$ cat src/rtl/alu_seq.sv
// alu_seq: registered multi-bit ALU with a start/done handshake.
//
// Single-cycle ops (AND, OR, ADD, SUB, SLT, NOR) and a multi-cycle unsigned
// shift-add multiply. Operands and opcode are captured when start_i is seen
// in IDLE or DONE. Results and flags are registered and held until the next
// done_o pulse.
//
// Ports:
//   clk_i       system clock, rising edge
//   rst_i       asynchronous, active-high reset
//   start_i     issue request, ignored while busy_o=1
//   ctrl_i      opcode, captured with start_i
//   src1_i      operand A, captured with start_i
//   src2_i      operand B, captured with start_i
//   busy_o      operation in flight
//   done_o      one-cycle pulse, result and flags valid
//   result_o    registered result
//   zero_o      result_o == 0
//   cout_o      carry-out of ADD/SUB (SUB: 1 = no borrow)
//   overflow_o  signed overflow of ADD/SUB
//   illegal_o   opcode was unrecognised
//
// state  | meaning
// -------+-------------------------------------------------------------
// IDLE   | waiting for start_i, outputs hold the last result
// EXEC   | single-cycle op computed from captured operands
// MUL    | shift-add iterations, then one cycle to register the product
// DONE   | done_o pulse, a new start_i is accepted here as in IDLE

module alu_seq #(
   parameter int WIDTH = 32,
   parameter int CNT_W = 6
) (
   input  logic             clk_i,
   input  logic             rst_i,
   input  logic             start_i,
   input  logic [3:0]       ctrl_i,
   input  logic [WIDTH-1:0] src1_i,
   input  logic [WIDTH-1:0] src2_i,
   output logic             busy_o,
   output logic             done_o,
   output logic [WIDTH-1:0] result_o,
   output logic             zero_o,
   output logic             cout_o,
   output logic             overflow_o,
   output logic             illegal_o
);

   localparam logic [3:0] OP_AND = 4'b0000;
   localparam logic [3:0] OP_OR  = 4'b0001;
   localparam logic [3:0] OP_ADD = 4'b0010;
   localparam logic [3:0] OP_SUB = 4'b0110;
   localparam logic [3:0] OP_SLT = 4'b0111;
   localparam logic [3:0] OP_MUL = 4'b1000;
   localparam logic [3:0] OP_NOR = 4'b1100;

   typedef enum logic [1:0] {
      S_IDLE = 2'd0,
      S_EXEC = 2'd1,
      S_MUL  = 2'd2,
      S_DONE = 2'd3
   } state_t;

   state_t           state_q;
   logic [3:0]       ctrl_q;
   logic [WIDTH-1:0] a_q;      // operand A, doubles as multiplicand
   logic [WIDTH-1:0] b_q;      // operand B, doubles as multiplier
   logic [WIDTH-1:0] acc_q;
   logic [CNT_W-1:0] cnt_q;
   logic [WIDTH-1:0] result_q;
   logic             zero_q;
   logic             cout_q;
   logic             ovf_q;
   logic             illegal_q;
   logic             busy_q;
   logic             done_q;

   logic             sub_en;
   logic [WIDTH-1:0] b_eff;
   logic [WIDTH:0]   sum_w;
   logic             ovf_raw;
   logic [WIDTH-1:0] res_d;
   logic             cout_d;
   logic             ovf_d;
   logic             illegal_d;

   // One adder serves ADD, SUB and SLT; SUB/SLT use A + ~B + 1.
   always_comb begin
      sub_en    = (ctrl_q == OP_SUB) || (ctrl_q == OP_SLT);
      b_eff     = sub_en ? ~b_q : b_q;
      sum_w     = {1'b0, a_q} + {1'b0, b_eff} + {{WIDTH{1'b0}}, sub_en};
      // Operands (after inversion) agree in sign but the sum does not.
      ovf_raw   = (a_q[WIDTH-1] == b_eff[WIDTH-1]) &&
                  (sum_w[WIDTH-1] != a_q[WIDTH-1]);
      res_d     = '0;
      cout_d    = 1'b0;
      ovf_d     = 1'b0;
      illegal_d = 1'b0;
      case (ctrl_q)
         OP_AND: res_d = a_q & b_q;
         OP_OR:  res_d = a_q | b_q;
         OP_NOR: res_d = ~(a_q | b_q);
         OP_ADD, OP_SUB: begin
            res_d  = sum_w[WIDTH-1:0];
            cout_d = sum_w[WIDTH];
            ovf_d  = ovf_raw;
         end
         // Sign of the difference corrected for overflow.
         OP_SLT: res_d = {{(WIDTH-1){1'b0}}, sum_w[WIDTH-1] ^ ovf_raw};
         default: illegal_d = 1'b1;
      endcase
   end

   always_ff @(posedge clk_i or posedge rst_i) begin
      if (rst_i) begin
         state_q   <= S_IDLE;
         ctrl_q    <= '0;
         a_q       <= '0;
         b_q       <= '0;
         acc_q     <= '0;
         cnt_q     <= '0;
         result_q  <= '0;
         zero_q    <= 1'b0;
         cout_q    <= 1'b0;
         ovf_q     <= 1'b0;
         illegal_q <= 1'b0;
         busy_q    <= 1'b0;
         done_q    <= 1'b0;
      end else begin
         done_q <= 1'b0;
         case (state_q)
            S_IDLE, S_DONE: begin
               if (start_i) begin
                  ctrl_q  <= ctrl_i;
                  a_q     <= src1_i;
                  b_q     <= src2_i;
                  acc_q   <= '0;
                  cnt_q   <= '0;
                  busy_q  <= 1'b1;
                  state_q <= (ctrl_i == OP_MUL) ? S_MUL : S_EXEC;
               end else begin
                  busy_q  <= 1'b0;
                  state_q <= S_IDLE;
               end
            end
            S_EXEC: begin
               result_q  <= res_d;
               zero_q    <= (res_d == '0);
               cout_q    <= cout_d;
               ovf_q     <= ovf_d;
               illegal_q <= illegal_d;
               busy_q    <= 1'b0;
               done_q    <= 1'b1;
               state_q   <= S_DONE;
            end
            S_MUL: begin
               // WIDTH iterations, then a final cycle that registers acc_q.
               if (cnt_q == CNT_W'(WIDTH)) begin
                  result_q  <= acc_q;
                  zero_q    <= (acc_q == '0);
                  cout_q    <= 1'b0;
                  ovf_q     <= 1'b0;
                  illegal_q <= 1'b0;
                  busy_q    <= 1'b0;
                  done_q    <= 1'b1;
                  state_q   <= S_DONE;
               end else begin
                  if (b_q[0]) begin
                     acc_q <= acc_q + a_q;
                  end
                  a_q   <= a_q << 1;
                  b_q   <= b_q >> 1;
                  cnt_q <= cnt_q + CNT_W'(1);
               end
            end
            default: state_q <= S_IDLE;
         endcase
      end
   end

   assign busy_o     = busy_q;
   assign done_o     = done_q;
   assign result_o   = result_q;
   assign zero_o     = zero_q;
   assign cout_o     = cout_q;
   assign overflow_o = ovf_q;
   assign illegal_o  = illegal_q;

endmodule

$ cat config.mk
export PLATFORM = sky130hd
export DESIGN_NAME = alu_seq
export DESIGN_NICKNAME = d
export VERILOG_FILES = /design/src/rtl/alu_seq.sv
export SDC_FILE = /design/constraint.sdc
export NUM_CORES = 1
export LEC_CHECK = 0
export ABC_AREA = 1
export BUFFER_PORTS_ARGS = -buffer_cell sky130_fd_sc_hd__buf_2
export CORE_AREA = 2 2 157 159
export DETAILED_ROUTE_END_ITERATION = 10
export DIE_AREA = 0 0 159 161
export HOLD_SLACK_MARGIN = 0.12
export PLACE_DENSITY = 0.74
export SYNTH_ARGS = -nofsm -noshare
export SYNTH_HDL_FRONTEND = slang
export SYNTH_SLANG_ARGS = --single-unit
$ cat constraint.sdc
create_clock -name clk_i -period 4.6 [get_ports clk_i]
set_input_delay 0.69 -clock clk_i [delete_from_list [all_inputs] [get_ports clk_i]]
set_output_delay 0.69 -clock clk_i [all_outputs]
set_load 0.02 [all_outputs]
==> results.md <==
- Status: complete, no violations
- Maximum fanout along the worst path: 29
- IO Port Bufs: 108
- Peak Freq: 264 MHz
- Final Max Slew Viols: 0
- Asr flop ratio synth: 1.00
- Clock root buffer: clkbuf_16
- Routed vias: around 13,000
- Drt first pass iters: 7
- GPL Wtd Cong: slightly below 1
- Synth Area in Compound Gates: 0.211
- Pre-CTS setup slack: approximately 0.9 ns
- I/O pin count: 109
- Arrival @ worst endpoint: 4.16 ns
- Post-Route WL: just over 40 mm
- DRC viols: 0
- Synth Flop Type: dfrtp_1
- Synth Area in Simple Gates: 0.282
- First-pass GRT wire length: approximately 64 mm
- Hold Crit Class: input pin to register
- Synth unique cells: between 40 and 50
- Leading cell type in the layout, fill and taps excluded: nand2_1
- Die footprint: 25,600 sq um
- Endpoints failing hold: 0
- Post-CTS Resized: 0
- Critical setup path kind: register to register
- Syn Inst Count: around 1,800
- H-tree depth: 4
- Total track usage: 0.320
- Syn nets: approximately 1,900
- Final worst slack: 0.808 ns
- Largest family of logic cells by synthesized area: simple AND/OR/NAND/NOR gates
- Post-synth EDFFs: 0
- Register bit total from synthesis: 146
- Clock Latency Late Sink: about 0.45 ns
- Clock tree from TritonCTS: yes
- Critical path required time: slightly below 5 ns
- Hpwl dp: 30.9 mm
- Maxcap violations: 0
- Pin count of the biggest net entering global routing: 147
- WL/cell: approximately 19 um
- Area occupied by multi-input gates: 7060 sq um
- Startpoint Class: register
- Die width: roughly 160 um
- Nets: approximately 2,000
- Minimum clock period: 3.79 ns
- Post-CTS Repair Setup Buffers: 0
- Area grow syn2layout: 11.6%
- Post-Synth Adder-Cell Area: 0.0765
- Mux cell area share after synthesis: 0
- Post-Syn Area per Cell: 6.65 sq um
- Fin crit share: 0.824
- Gr ovfl total: 0
- Clock skew: approximately 0.013 ns
- Core ar.: 24,000 sq um
- Final number of setup-violating endpoints: 0
- RSZ-0062 raised after global routing: false
- Vias in the first global route: 11,900
- # hold bufs at CTS: 0
- N_diodes: 0
- Final ANT Viol Nets: 0
- Die Span Y: roughly 160 um
- Starting Density: 0.493
- Via density: a little under 6
- XOR/XNOR share of the synthesized area: 0.0267
- Inst Count DP: around 2,200
- Measured slew at the worst slew-check pin: 1.20 ns
- Clock-pin transition on the worst setup and hold timing paths: 0.07 ns
- Yosys warnings: 0
- Share of layout cells above drive strength 1: 0.0954
- Setup TNS: 0 ns
- Initial DRC count: roughly 1,400
- Storage cell area: 3650 sq um
- Worst setup EP type: register
- Clock net sink count: about 150
- Row cnt: between 50 and 60
- Seq/Total Area, Yosys: 0.309
- Filler cells: ~2,400
- Commonest non-fill, non-tap cells in the layout: nand2_1 (448), inv_1 (222), o21ai_0 (200)
- Inserted Clock Buffers: 17
- Final cell count without fillers: between 2,000 and 2,500
- Max-slew headroom: 0.196
- Antenna violations before repair: 1
- Post-Syn Area: between 10,000 and 15,000 sq um
- Clock Path Buffers: 2
## cell usage after synthesis (14+ instances only)
library cell / instances / area, sq um
o22ai_1: 19 / 119
a31oi_1: 36 / 225
dfrtp_1: 146 / 3650
nand3_1: 88 / 440
nor2_1: 173 / 649
buf_2: 15 / 75.1
o211ai_1: 54 / 405
a21oi_1: 97 / 485
nor3_1: 26 / 130
xor2_1: 34 / 298
inv_1: 223 / 837
clkbuf_1: 31 / 116
nand2_1: 448 / 1680
nand4_1: 26 / 163
ha_1: 69 / 863
o21ai_0: 200 / 1000
nand3b_1: 14 / 105
## stage by stage
stage	utilization	area [sq um]	hold WS, ns
6_report	0.550	13200	0.456
5_1_grt	0.550	13200	0.478
4_1_cts	0.550	13200	0.459
3_5_place_dp	0.526	12600	0.461
3_3_place_gp	0.526	12600	0.451
2_1_floorplan	-	11800	0.433
## layer usage
layer | wire [um] | GRT usage
met1 | 17000 | 0.427
met2 | 18800 | 0.521
met3 | 3190 | 0.0442
met4 | 1700 | 0.140
met5 | 0 | 0
## worst max-delay path: stages, from the launching register on
cell,delay [ns]
dfrtp_1,0.40
inv_1,0.12
nand3_4,0.42
xor2_1,0.30
ha_1,0.39
nand2_1,0.15
nor2_1,0.30
nand3_1,0.15
nand2_1,0.17
nand2_1,0.07
nand3_1,0.08
nand2_1,0.15
nor2_1,0.12
nand3_1,0.08
nor2_1,0.14
nand2_1,0.09
nor2_1,0.17
nand4_1,0.10
nor2_1,0.09
nand2_1,0.07
a21oi_2,0.12
## registers in the layout, indices dropped and copies added, names as in the netlist
signal and cells:
cnt_q 6, busy_o 1, acc_q 32, done_o 1, cout_o 1, a_q 32
overflow_o 1, zero_o 1, state_q 2, b_q 32, ctrl_q 4, illegal_o 1
result_o 32
## path summary, 6_finish.rpt
| path | start | end | slack, ns | cells past startpoint |
|---|---|---|---|---|
| worst min register to register | cnt_q[5] | cnt_q[5] | 0.47 | 1 |
| worst max register to register | ctrl_q[3] | zero_o | 0.81 | 20 |
| max in group asynchronous | rst_i | b_q[13] | 3.51 | 3 |
| worst max-delay path | ctrl_q[3] | zero_o | 0.81 | 20 |
| min in group asynchronous | rst_i | acc_q[26] | 0.49 | 3 |
| worst min-delay path | ctrl_i[2] | ctrl_q[2] | 0.46 | 3 |
## kinds of logic (layout without fill, tap and decap cells)
group | Yosys count | in the layout
AOI/OAI and AO/OA | 439 | 439
xor gates and xnor gates | 36 | 36
buffers and inverters | 287 | 376
and+or+nand+nor | 797 | 797
adders and majority gates | 71 | 71
DFF | 146 | 146
## final cells by class
| cell class | instances | share of cell area |
|---|---|---|
| tap | 324 | 0.0308 |
| timing repair buffer | 115 | 0.0460 |
| clock buffer | 17 | 0.0323 |
| clock inverter | 15 | 0.0120 |
| inverter | 229 | 0.0656 |
| sequential | 146 | 0.277 |
| multi-input combinational | 1343 | 0.536 |
Power is not shown: default switching activity piles up to over one toggle a cycle in this logic, so the estimate is an artifact.
